`config.mk`:
```
export PLATFORM = sky130hd
export DESIGN_NAME = trap_controller_flat
export DESIGN_NICKNAME = d
export VERILOG_FILES = /design/src/rtl/trap_controller_pkg.sv /design/src/rtl/trap_controller_if.sv /design/src/rtl/trap_csr_regs.sv /design/src/rtl/trap_controller.sv /design/src/flat_wrapper.sv
export SDC_FILE = /design/constraint.sdc
export NUM_CORES = 1
export LEC_CHECK = 0
export ABC_AREA = 1
export BUFFER_PORTS_ARGS = -buffer_cell sky130_fd_sc_hd__buf_2
export CAP_MARGIN = 20
export CORE_ASPECT_RATIO = 0.75
export CORE_UTILIZATION = 40
export DETAILED_ROUTE_END_ITERATION = 10
export PLACE_DENSITY = 0.62
export SLEW_MARGIN = 20
export SYNTH_ARGS = -nofsm -noshare
export SYNTH_HDL_FRONTEND = slang
export SYNTH_HIERARCHICAL = 1
export SYNTH_SLANG_ARGS = --single-unit
```
`constraint.sdc`:
```
create_clock -name i_clk -period 3.5 [get_ports i_clk]
set_input_delay 0.35 -clock i_clk [delete_from_list [all_inputs] [get_ports i_clk]]
set_output_delay 0.35 -clock i_clk [all_outputs]
set_load 0.05 [all_outputs]
```
`src/rtl/trap_controller_pkg.sv`:
```
// trap_controller_pkg: shared trap/CSR definitions (CSR addresses, interrupt cause, trap FSM states).
// Latency: n/a (types and constants only).
// Backpressure: n/a.
package trap_controller_pkg;

  // Machine-mode CSR addresses owned by the trap controller.
  localparam logic [11:0] CSR_MSTATUS = 12'h300;
  localparam logic [11:0] CSR_MIE     = 12'h304;
  localparam logic [11:0] CSR_MTVEC   = 12'h305;
  localparam logic [11:0] CSR_MEPC    = 12'h341;
  localparam logic [11:0] CSR_MCAUSE  = 12'h342;
  localparam logic [11:0] CSR_MIP     = 12'h344;

  // mcause for a machine external interrupt (interrupt flag + code 11).
  localparam logic [31:0] MCAUSE_EXT_IRQ = 32'h8000_000B;

  typedef enum logic [1:0] {
    TRAP_IDLE   = 2'd0,
    TRAP_FLUSH  = 2'd1,
    TRAP_COMMIT = 2'd2
  } trap_state_e;

  // mstatus view: MPP fixed at M-mode, only MIE/MPIE live.
  function automatic logic [31:0] mstatus_view(input logic mie, input logic mpie);
    logic [31:0] v;
    v     = 32'h0000_1800;
    v[3]  = mie;
    v[7]  = mpie;
    return v;
  endfunction

endpackage

```
`src/rtl/trap_controller_if.sv`:
```
// trap_controller_if: groups the exception-unit, pipeline, fetch and CSR signals of the trap controller.
// Latency: n/a (wiring only). master = surrounding core, slave = trap_controller.
// Backpressure: i_err_pending held by master until o_err_handled; FLUSH waits on i_flush_ack.
// Config: TRAP_IRQ_EN adds i_ext_irq / i_irq_pc.
interface trap_controller_if;
  logic        i_err_pending;
  logic [31:0] i_err_pc;
  logic [31:0] i_err_cause;
  logic        o_err_handled;
  logic        o_flush;
  logic        i_flush_ack;
  logic        i_mret;
  logic        o_redirect_valid;
  logic [31:0] o_redirect_pc;
  logic        i_csr_we;
  logic [11:0] i_csr_addr;
  logic [31:0] i_csr_wdata;
  logic [31:0] o_csr_rdata;
`ifdef TRAP_IRQ_EN
  logic        i_ext_irq;
  logic [31:0] i_irq_pc;
`endif

  modport master (
    output i_err_pending, i_err_pc, i_err_cause, i_flush_ack, i_mret,
           i_csr_we, i_csr_addr, i_csr_wdata,
`ifdef TRAP_IRQ_EN
           i_ext_irq, i_irq_pc,
`endif
    input  o_err_handled, o_flush, o_redirect_valid, o_redirect_pc, o_csr_rdata
  );

  modport slave (
    input  i_err_pending, i_err_pc, i_err_cause, i_flush_ack, i_mret,
           i_csr_we, i_csr_addr, i_csr_wdata,
`ifdef TRAP_IRQ_EN
           i_ext_irq, i_irq_pc,
`endif
    output o_err_handled, o_flush, o_redirect_valid, o_redirect_pc, o_csr_rdata
  );
endinterface

```
`src/rtl/trap_csr_regs.sv`:
```
// trap_csr_regs: mstatus/mtvec/mepc/mcause(/mie) storage, write masking and combinational read mux.
// Latency: writes/commit/mret update on the clock edge; reads are combinational (pre-edge values).
// Backpressure: none; the caller gates csr_we to cycles where writes are legal.
// Ports: clk, rst (async high), csr_we/addr/wdata/rdata, commit + commit_pc/cause, mret, mtvec/mepc out.
// Config: TRAP_IRQ_EN adds mie.MEIE storage, mip.MEIP mirror, ext_irq in, mie_en/meie out.
module trap_csr_regs
  import trap_controller_pkg::*;
#(
  parameter logic [31:0] MTVEC_RESET = 32'h0000_0100
) (
  input  logic        clk,
  input  logic        rst,
  input  logic        csr_we,
  input  logic [11:0] csr_addr,
  input  logic [31:0] csr_wdata,
  output logic [31:0] csr_rdata,
  input  logic        commit,
  input  logic [31:0] commit_pc,
  input  logic [31:0] commit_cause,
  input  logic        mret,
`ifdef TRAP_IRQ_EN
  input  logic        ext_irq,
  output logic        mie_en,
  output logic        meie,
`endif
  output logic [31:0] mtvec,
  output logic [31:0] mepc
);
  logic [31:0] mtvec_q, mepc_q, mcause_q;
  logic        mie_q, mpie_q;
`ifdef TRAP_IRQ_EN
  logic        meie_q;
`endif

  always_ff @(posedge clk or posedge rst) begin
    if (rst) begin
      mtvec_q  <= MTVEC_RESET & ~32'h3;
      mepc_q   <= '0;
      mcause_q <= '0;
      mie_q    <= 1'b0;
      mpie_q   <= 1'b0;
`ifdef TRAP_IRQ_EN
      meie_q   <= 1'b0;
`endif
    end else if (commit) begin
      mepc_q   <= commit_pc & ~32'h3;
      mcause_q <= commit_cause;
      mpie_q   <= mie_q;
      mie_q    <= 1'b0;
    end else begin
      // mret owns mstatus this cycle; writes to other CSRs still land.
      if (mret) begin
        mie_q  <= mpie_q;
        mpie_q <= 1'b1;
      end else if (csr_we && csr_addr == CSR_MSTATUS) begin
        mie_q  <= csr_wdata[3];
        mpie_q <= csr_wdata[7];
      end
      if (csr_we) begin
        case (csr_addr)
          CSR_MTVEC:  mtvec_q  <= csr_wdata & ~32'h3;
          CSR_MEPC:   mepc_q   <= csr_wdata & ~32'h3;
          CSR_MCAUSE: mcause_q <= csr_wdata;
`ifdef TRAP_IRQ_EN
          CSR_MIE:    meie_q   <= csr_wdata[11];
`endif
          default: ;
        endcase
      end
    end
  end

  always_comb begin
    csr_rdata = '0;
    case (csr_addr)
      CSR_MSTATUS: csr_rdata = mstatus_view(mie_q, mpie_q);
      CSR_MTVEC:   csr_rdata = mtvec_q;
      CSR_MEPC:    csr_rdata = mepc_q;
      CSR_MCAUSE:  csr_rdata = mcause_q;
`ifdef TRAP_IRQ_EN
      CSR_MIE:     csr_rdata[11] = meie_q;
      CSR_MIP:     csr_rdata[11] = ext_irq;
`endif
      default:     csr_rdata = '0;
    endcase
  end

  assign mtvec = mtvec_q;
  assign mepc  = mepc_q;
`ifdef TRAP_IRQ_EN
  assign mie_en = mie_q;
  assign meie   = meie_q;
`endif

endmodule

```
`src/rtl/trap_controller.sv`:
```
// trap_controller: M-mode trap controller; takes a pending trap, flushes, commits trap CSRs, redirects to mtvec; executes mret.
// Latency: trap sampled at edge N -> o_flush from N+1; COMMIT the cycle after i_flush_ack; mret redirect same cycle.
// Backpressure: stays in FLUSH until i_flush_ack; upstream holds i_err_pending until o_err_handled.
// Ports: i_clk, i_rst (async active-high), bus (trap_controller_if.slave).
// Config: TRAP_IRQ_EN adds external-interrupt entry (mie/mip CSRs, no o_err_handled on irq commits).
module trap_controller
  import trap_controller_pkg::*;
#(
  parameter logic [31:0] MTVEC_RESET = 32'h0000_0100
) (
  input  logic             i_clk,
  input  logic             i_rst,
  trap_controller_if.slave bus
);
  trap_state_e state_q, state_d;
  logic [31:0] trap_pc_q, trap_cause_q;
  logic        trap_irq_q;
  logic        in_idle, in_commit;
  logic        take_err, take_irq, take_mret;
  logic [31:0] mtvec, mepc;

  assign in_idle   = (state_q == TRAP_IDLE);
  assign in_commit = (state_q == TRAP_COMMIT);
  // A pending trap kills a same-cycle mret: the flush removes it.
  assign take_err  = in_idle && bus.i_err_pending;
  assign take_mret = in_idle && !bus.i_err_pending && bus.i_mret;

`ifdef TRAP_IRQ_EN
  logic mie_en, meie;
  assign take_irq = in_idle && !bus.i_err_pending && !bus.i_mret
                    && bus.i_ext_irq && mie_en && meie;
`else
  assign take_irq = 1'b0;
`endif

  always_ff @(posedge i_clk or posedge i_rst) begin
    if (i_rst) state_q <= TRAP_IDLE;
    else       state_q <= state_d;
  end

  always_ff @(posedge i_clk or posedge i_rst) begin
    if (i_rst) begin
      trap_pc_q    <= '0;
      trap_cause_q <= '0;
      trap_irq_q   <= 1'b0;
    end else if (take_err) begin
      trap_pc_q    <= bus.i_err_pc;
      trap_cause_q <= bus.i_err_cause;
      trap_irq_q   <= 1'b0;
    end else if (take_irq) begin
`ifdef TRAP_IRQ_EN
      trap_pc_q    <= bus.i_irq_pc;
`endif
      trap_cause_q <= MCAUSE_EXT_IRQ;
      trap_irq_q   <= 1'b1;
    end
  end

  // Outputs decode registered state only; mret redirect is the one IDLE exception.
  always_comb begin
    state_d              = state_q;
    bus.o_flush          = 1'b0;
    bus.o_err_handled    = 1'b0;
    bus.o_redirect_valid = 1'b0;
    bus.o_redirect_pc    = '0;
    case (state_q)
      TRAP_IDLE: begin
        if (take_err || take_irq) state_d = TRAP_FLUSH;
        if (take_mret) begin
          bus.o_redirect_valid = 1'b1;
          bus.o_redirect_pc    = mepc;
        end
      end
      TRAP_FLUSH: begin
        bus.o_flush = 1'b1;
        if (bus.i_flush_ack) state_d = TRAP_COMMIT;
      end
      TRAP_COMMIT: begin
        bus.o_err_handled    = !trap_irq_q;
        bus.o_redirect_valid = 1'b1;
        bus.o_redirect_pc    = {mtvec[31:2], 2'b00};
        state_d              = TRAP_IDLE;
      end
      default: state_d = TRAP_IDLE;
    endcase
  end

  trap_csr_regs #(.MTVEC_RESET(MTVEC_RESET)) u_csr (
    .clk          (i_clk),
    .rst          (i_rst),
    .csr_we       (bus.i_csr_we && in_idle),
    .csr_addr     (bus.i_csr_addr),
    .csr_wdata    (bus.i_csr_wdata),
    .csr_rdata    (bus.o_csr_rdata),
    .commit       (in_commit),
    .commit_pc    (trap_pc_q),
    .commit_cause (trap_cause_q),
    .mret         (take_mret),
`ifdef TRAP_IRQ_EN
    .ext_irq      (bus.i_ext_irq),
    .mie_en       (mie_en),
    .meie         (meie),
`endif
    .mtvec        (mtvec),
    .mepc         (mepc)
  );

endmodule
```
`src/flat_wrapper.sv`:
```
// flat-port wrapper written by rule: the top's interface ports become plain ports
module trap_controller_flat import trap_controller_pkg::*;
#(
  parameter logic [31:0] MTVEC_RESET = 32'h0000_0100
)
  (i_clk, i_rst, bus_i_err_pending, bus_i_err_pc, bus_i_err_cause, bus_i_flush_ack, bus_i_mret, bus_i_csr_we, bus_i_csr_addr, bus_i_csr_wdata, bus_o_err_handled, bus_o_flush, bus_o_redirect_valid, bus_o_redirect_pc, bus_o_csr_rdata);
  trap_controller_if bus_i ();
  input  logic i_clk;
  input  logic i_rst;
  input wire logic [$bits(bus_i.i_err_pending)-1:0] bus_i_err_pending;
  input wire logic [$bits(bus_i.i_err_pc)-1:0] bus_i_err_pc;
  input wire logic [$bits(bus_i.i_err_cause)-1:0] bus_i_err_cause;
  input wire logic [$bits(bus_i.i_flush_ack)-1:0] bus_i_flush_ack;
  input wire logic [$bits(bus_i.i_mret)-1:0] bus_i_mret;
  input wire logic [$bits(bus_i.i_csr_we)-1:0] bus_i_csr_we;
  input wire logic [$bits(bus_i.i_csr_addr)-1:0] bus_i_csr_addr;
  input wire logic [$bits(bus_i.i_csr_wdata)-1:0] bus_i_csr_wdata;
  output wire logic [$bits(bus_i.o_err_handled)-1:0] bus_o_err_handled;
  output wire logic [$bits(bus_i.o_flush)-1:0] bus_o_flush;
  output wire logic [$bits(bus_i.o_redirect_valid)-1:0] bus_o_redirect_valid;
  output wire logic [$bits(bus_i.o_redirect_pc)-1:0] bus_o_redirect_pc;
  output wire logic [$bits(bus_i.o_csr_rdata)-1:0] bus_o_csr_rdata;
  assign bus_i.i_err_pending = bus_i_err_pending;
  assign bus_i.i_err_pc = bus_i_err_pc;
  assign bus_i.i_err_cause = bus_i_err_cause;
  assign bus_i.i_flush_ack = bus_i_flush_ack;
  assign bus_i.i_mret = bus_i_mret;
  assign bus_i.i_csr_we = bus_i_csr_we;
  assign bus_i.i_csr_addr = bus_i_csr_addr;
  assign bus_i.i_csr_wdata = bus_i_csr_wdata;
  assign bus_o_err_handled = bus_i.o_err_handled;
  assign bus_o_flush = bus_i.o_flush;
  assign bus_o_redirect_valid = bus_i.o_redirect_valid;
  assign bus_o_redirect_pc = bus_i.o_redirect_pc;
  assign bus_o_csr_rdata = bus_i.o_csr_rdata;
  trap_controller #(.MTVEC_RESET(MTVEC_RESET)) u_core (.i_clk(i_clk), .i_rst(i_rst), .bus(bus_i));
endmodule
```
==> reports/qor.tcl <==
set qor(wl_per_cell_um) 17.45
set qor(worst_r2r_setup_slack_ps) 1320
set qor(count_of_input_and_output_buffers) 176
set qor(ys.warnings.count) 6
set qor(timing.slew.headroom_pct) 41.69
set qor(critical_path_arrival_ps) 2310
set qor(grt_pass1_wl_um) 43190
set qor(startpoint) {u_core/state_q[0]$_DFFE_PP0P_}
set qor(tritoncts) {done}
set qor(post-route-util_pct) 48.09
set qor(setup_tns_ps) 0
set qor(postRouteAntennaNets) 0
set qor(floorplan.core_area_um2) 21240
set qor(cells_resized_by_post_cts_repair) 0
set qor(mostFrequentLayoutCell) {sky130_fd_sc_hd__nand2_1}
set qor(clock-root-buffer) {sky130_fd_sc_hd__clkbuf_16}
set qor(detail_route.vias_per_cell) 5.174
set qor(rsz0062_at_grt) {false}
set qor(setup_crit_end_kind) {output pin}
set qor(critPathLaunchType) {flip-flop}
set qor(share_comb_of_total_power_pct) 25.9
set qor(chipHeight_um) 129.6
set qor(worstRegToRegCells) 8
set qor(antenna_cell_count) 0
set qor(final_report_hold_violation_count) 0
set qor(drt_iter0_markers) 863
set qor(timing.max_cap.violations) 0
set qor(die-width_um) 172.2
set qor(hold_class) {in2async}
set qor(detailedPlacementHpwl_um) 18410
set qor(gpl.final_weighted_congestion) 0.8185
set qor(holdBufCountCts) 0
set qor(track_usage_pct) 25.91
set qor(worst_clock_skew_ps) 6.585
set qor(timing.critical_path.to) {bus_o_redirect_pc[27]}
set qor(internal_power_mw) 4.263
set qor(number_of_antenna_violations_at_the_first_check_in_global_routing) 1
set qor(clock.fmax_ghz) 0.3753
set qor(crit_family) {simple AND/OR/NAND/NOR gates}
set qor(ctsHtreeMaxLevel) 4
set qor(peakVddDrop_mv) 0.4247
set qor(synthCells) 1182
set qor(first_pass_drt_iterations) 5
set qor(crit_path_max_incr_delay_ps) 460
set qor(status) {completed}
set qor(critical_r2r_capture) {u_core/u_csr/mtvec[16]$_DFFE_PP0P_}
set qor(placement.cell_area_um2) 9595
set qor(power.leakage_nw) 5.785
set qor(cp_slowest_cell) {sky130_fd_sc_hd__dfrtp_1}
set qor(start_util_pct) 40.90
set qor(timing.critical_path.cells) {nor2_4 -> buf_4 -> nand3_1 -> nand2_1 -> buf_2}
set qor(clockBufferDepth) 2
set qor(areaGrowthSynthToFinish_pct) 17.59
set qor(clockPowerShare_pct) 29.3
set qor(swShare_pct) 36.13
set qor(worst_slew_pin_slew_ps) 871.5
set qor(grt_remaining_overflow) 0
set qor(fp.dieArea_um2) 22310
set qor(clock_sinks) 158
set qor(finalMaxSlewViolations) 0
set qor(floorplan.io_pins) 181
set qor(timing.critical_path.fanout_max) 31
set qor(finalHoldWorstSlack_ps) 48.84
set qor(clk_pin_slew_ps) 60
set qor(cts_setup_buffers) 0
set qor(route.vias.total) 8345
set qor(power-per-cell-area_nw_per_um2) 653.4
set qor(clk_latency_ps) 430
set qor(synthesis.area_um2) 8686
set qor(floorplan.rows) 46
set qor(avgSynthCellArea_um2) 7.348
set qor(crit_cells) 5
set qor(p_sw_mw) 2.411
set qor(reg2reg_from) {u_core/state_q[1]$_DFFE_PP0P_}
set qor(period_minus_slack_ps) 2664
set qor(buffering_stage_count_on_the_worst_path_with_inverters_included) 2
set qor(report.final.setup_viol) 0
set qor(post_route_cells_drive_above_1_share_pct) 21.21
set qor(cts_made_buffers) 17
set qor(maximum_number_of_pins_on_one_net_before_global_route_repair) 96
set qor(drt_drc_violations_left) 0
set qor(power.share.sequential_pct) 44.8
set qor(layout_worst_path_cycle_share_pct) 76.13
set qor(p_total_mw) 6.674
set qor(timing.setup.critical_path_class) {reg2out}
set qor(final_nets) 1426
set qor(worst_ep_required_time_ps) 3150
set qor(design_area_um2) 10210
set qor(final_cell_mix) {sky130_fd_sc_hd__nand2_1 (489), sky130_fd_sc_hd__nand3_1 (313), sky130_fd_sc_hd__buf_2 (176)}
set qor(total_routed_wirelength_um) 28140
set qor(grt_pass1_vias) 7452
==> cell type report <==
type                    instances  area [um2]
clock inverters                11       167.7
repair buffers                198        1096
clock buffers                  21       450.4
inverters                      64       245.2
fillers                      2151       11020
flip-flops and latches        158        3955
well taps                     288       360.3
multi-input cells             873        3939
==> per-layer routing <==
metal | track usage (%) | vias to the layer above | part of all wire, %
li1 | - | 4051 | -
met1 | 40.81 | 3910 | 49
met2 | 36.15 | 364 | 41
met3 | 5.131 | 18 | 9.1
met4 | 5.258 | 2 | 0.71
met5 | 0 | - | 0.039
==> power groups by stage <==
stage	combinational, mW	clock (mW)	sequential (mW)
detailed placement	1.72	0	3.00
global placement	1.69	0	2.98
global route	1.93	2.07	3.07
floorplan	1.33	0	2.84
CTS	1.73	1.99	2.97
finish	1.73	1.96	2.99
==> through the flow <==
step                setup slack [ps]  cells
finish                         835.5   1613
global route                   698.9   1613
CTS                            839.5   1613
detailed placement              1004   1581
global placement               998.5   1581
floorplan                      703.0   1183
==> state kept, by name, summed over array words and instances, names as in the netlist <==
name / flops
u_core/u_csr/mcause_q: 32
u_core/state_q: 2
u_core/u_csr/mpie_q: 1
u_core/u_csr/mtvec: 30
u_core/u_csr/mie_q: 1
u_core/trap_cause_q: 32
u_core/trap_pc_q: 30
u_core/u_csr/mepc: 30
==> how the worst min path moves through the flow <==
stage / startpoint / end / slack, ps
2_1_floorplan: u_core/trap_cause_q[30]$_DFFE_PP0P_ / u_core/trap_cause_q[30]$_DFFE_PP0P_ / 440
3_3_place_gp: u_core/trap_pc_q[20]$_DFFE_PP0P_ / u_core/trap_pc_q[20]$_DFFE_PP0P_ / 460
3_5_place_dp: u_core/trap_cause_q[20]$_DFFE_PP0P_ / u_core/trap_cause_q[20]$_DFFE_PP0P_ / 460
4_1_cts: i_rst / u_core/trap_cause_q[12]$_DFFE_PP0P_ / 70
5_1_grt: i_rst / u_core/trap_cause_q[4]$_DFFE_PP0P_ / 100
6_report: i_rst / u_core/trap_cause_q[4]$_DFFE_PP0P_ / 50
No activity file was read; power rests on OpenSTA's default activity.
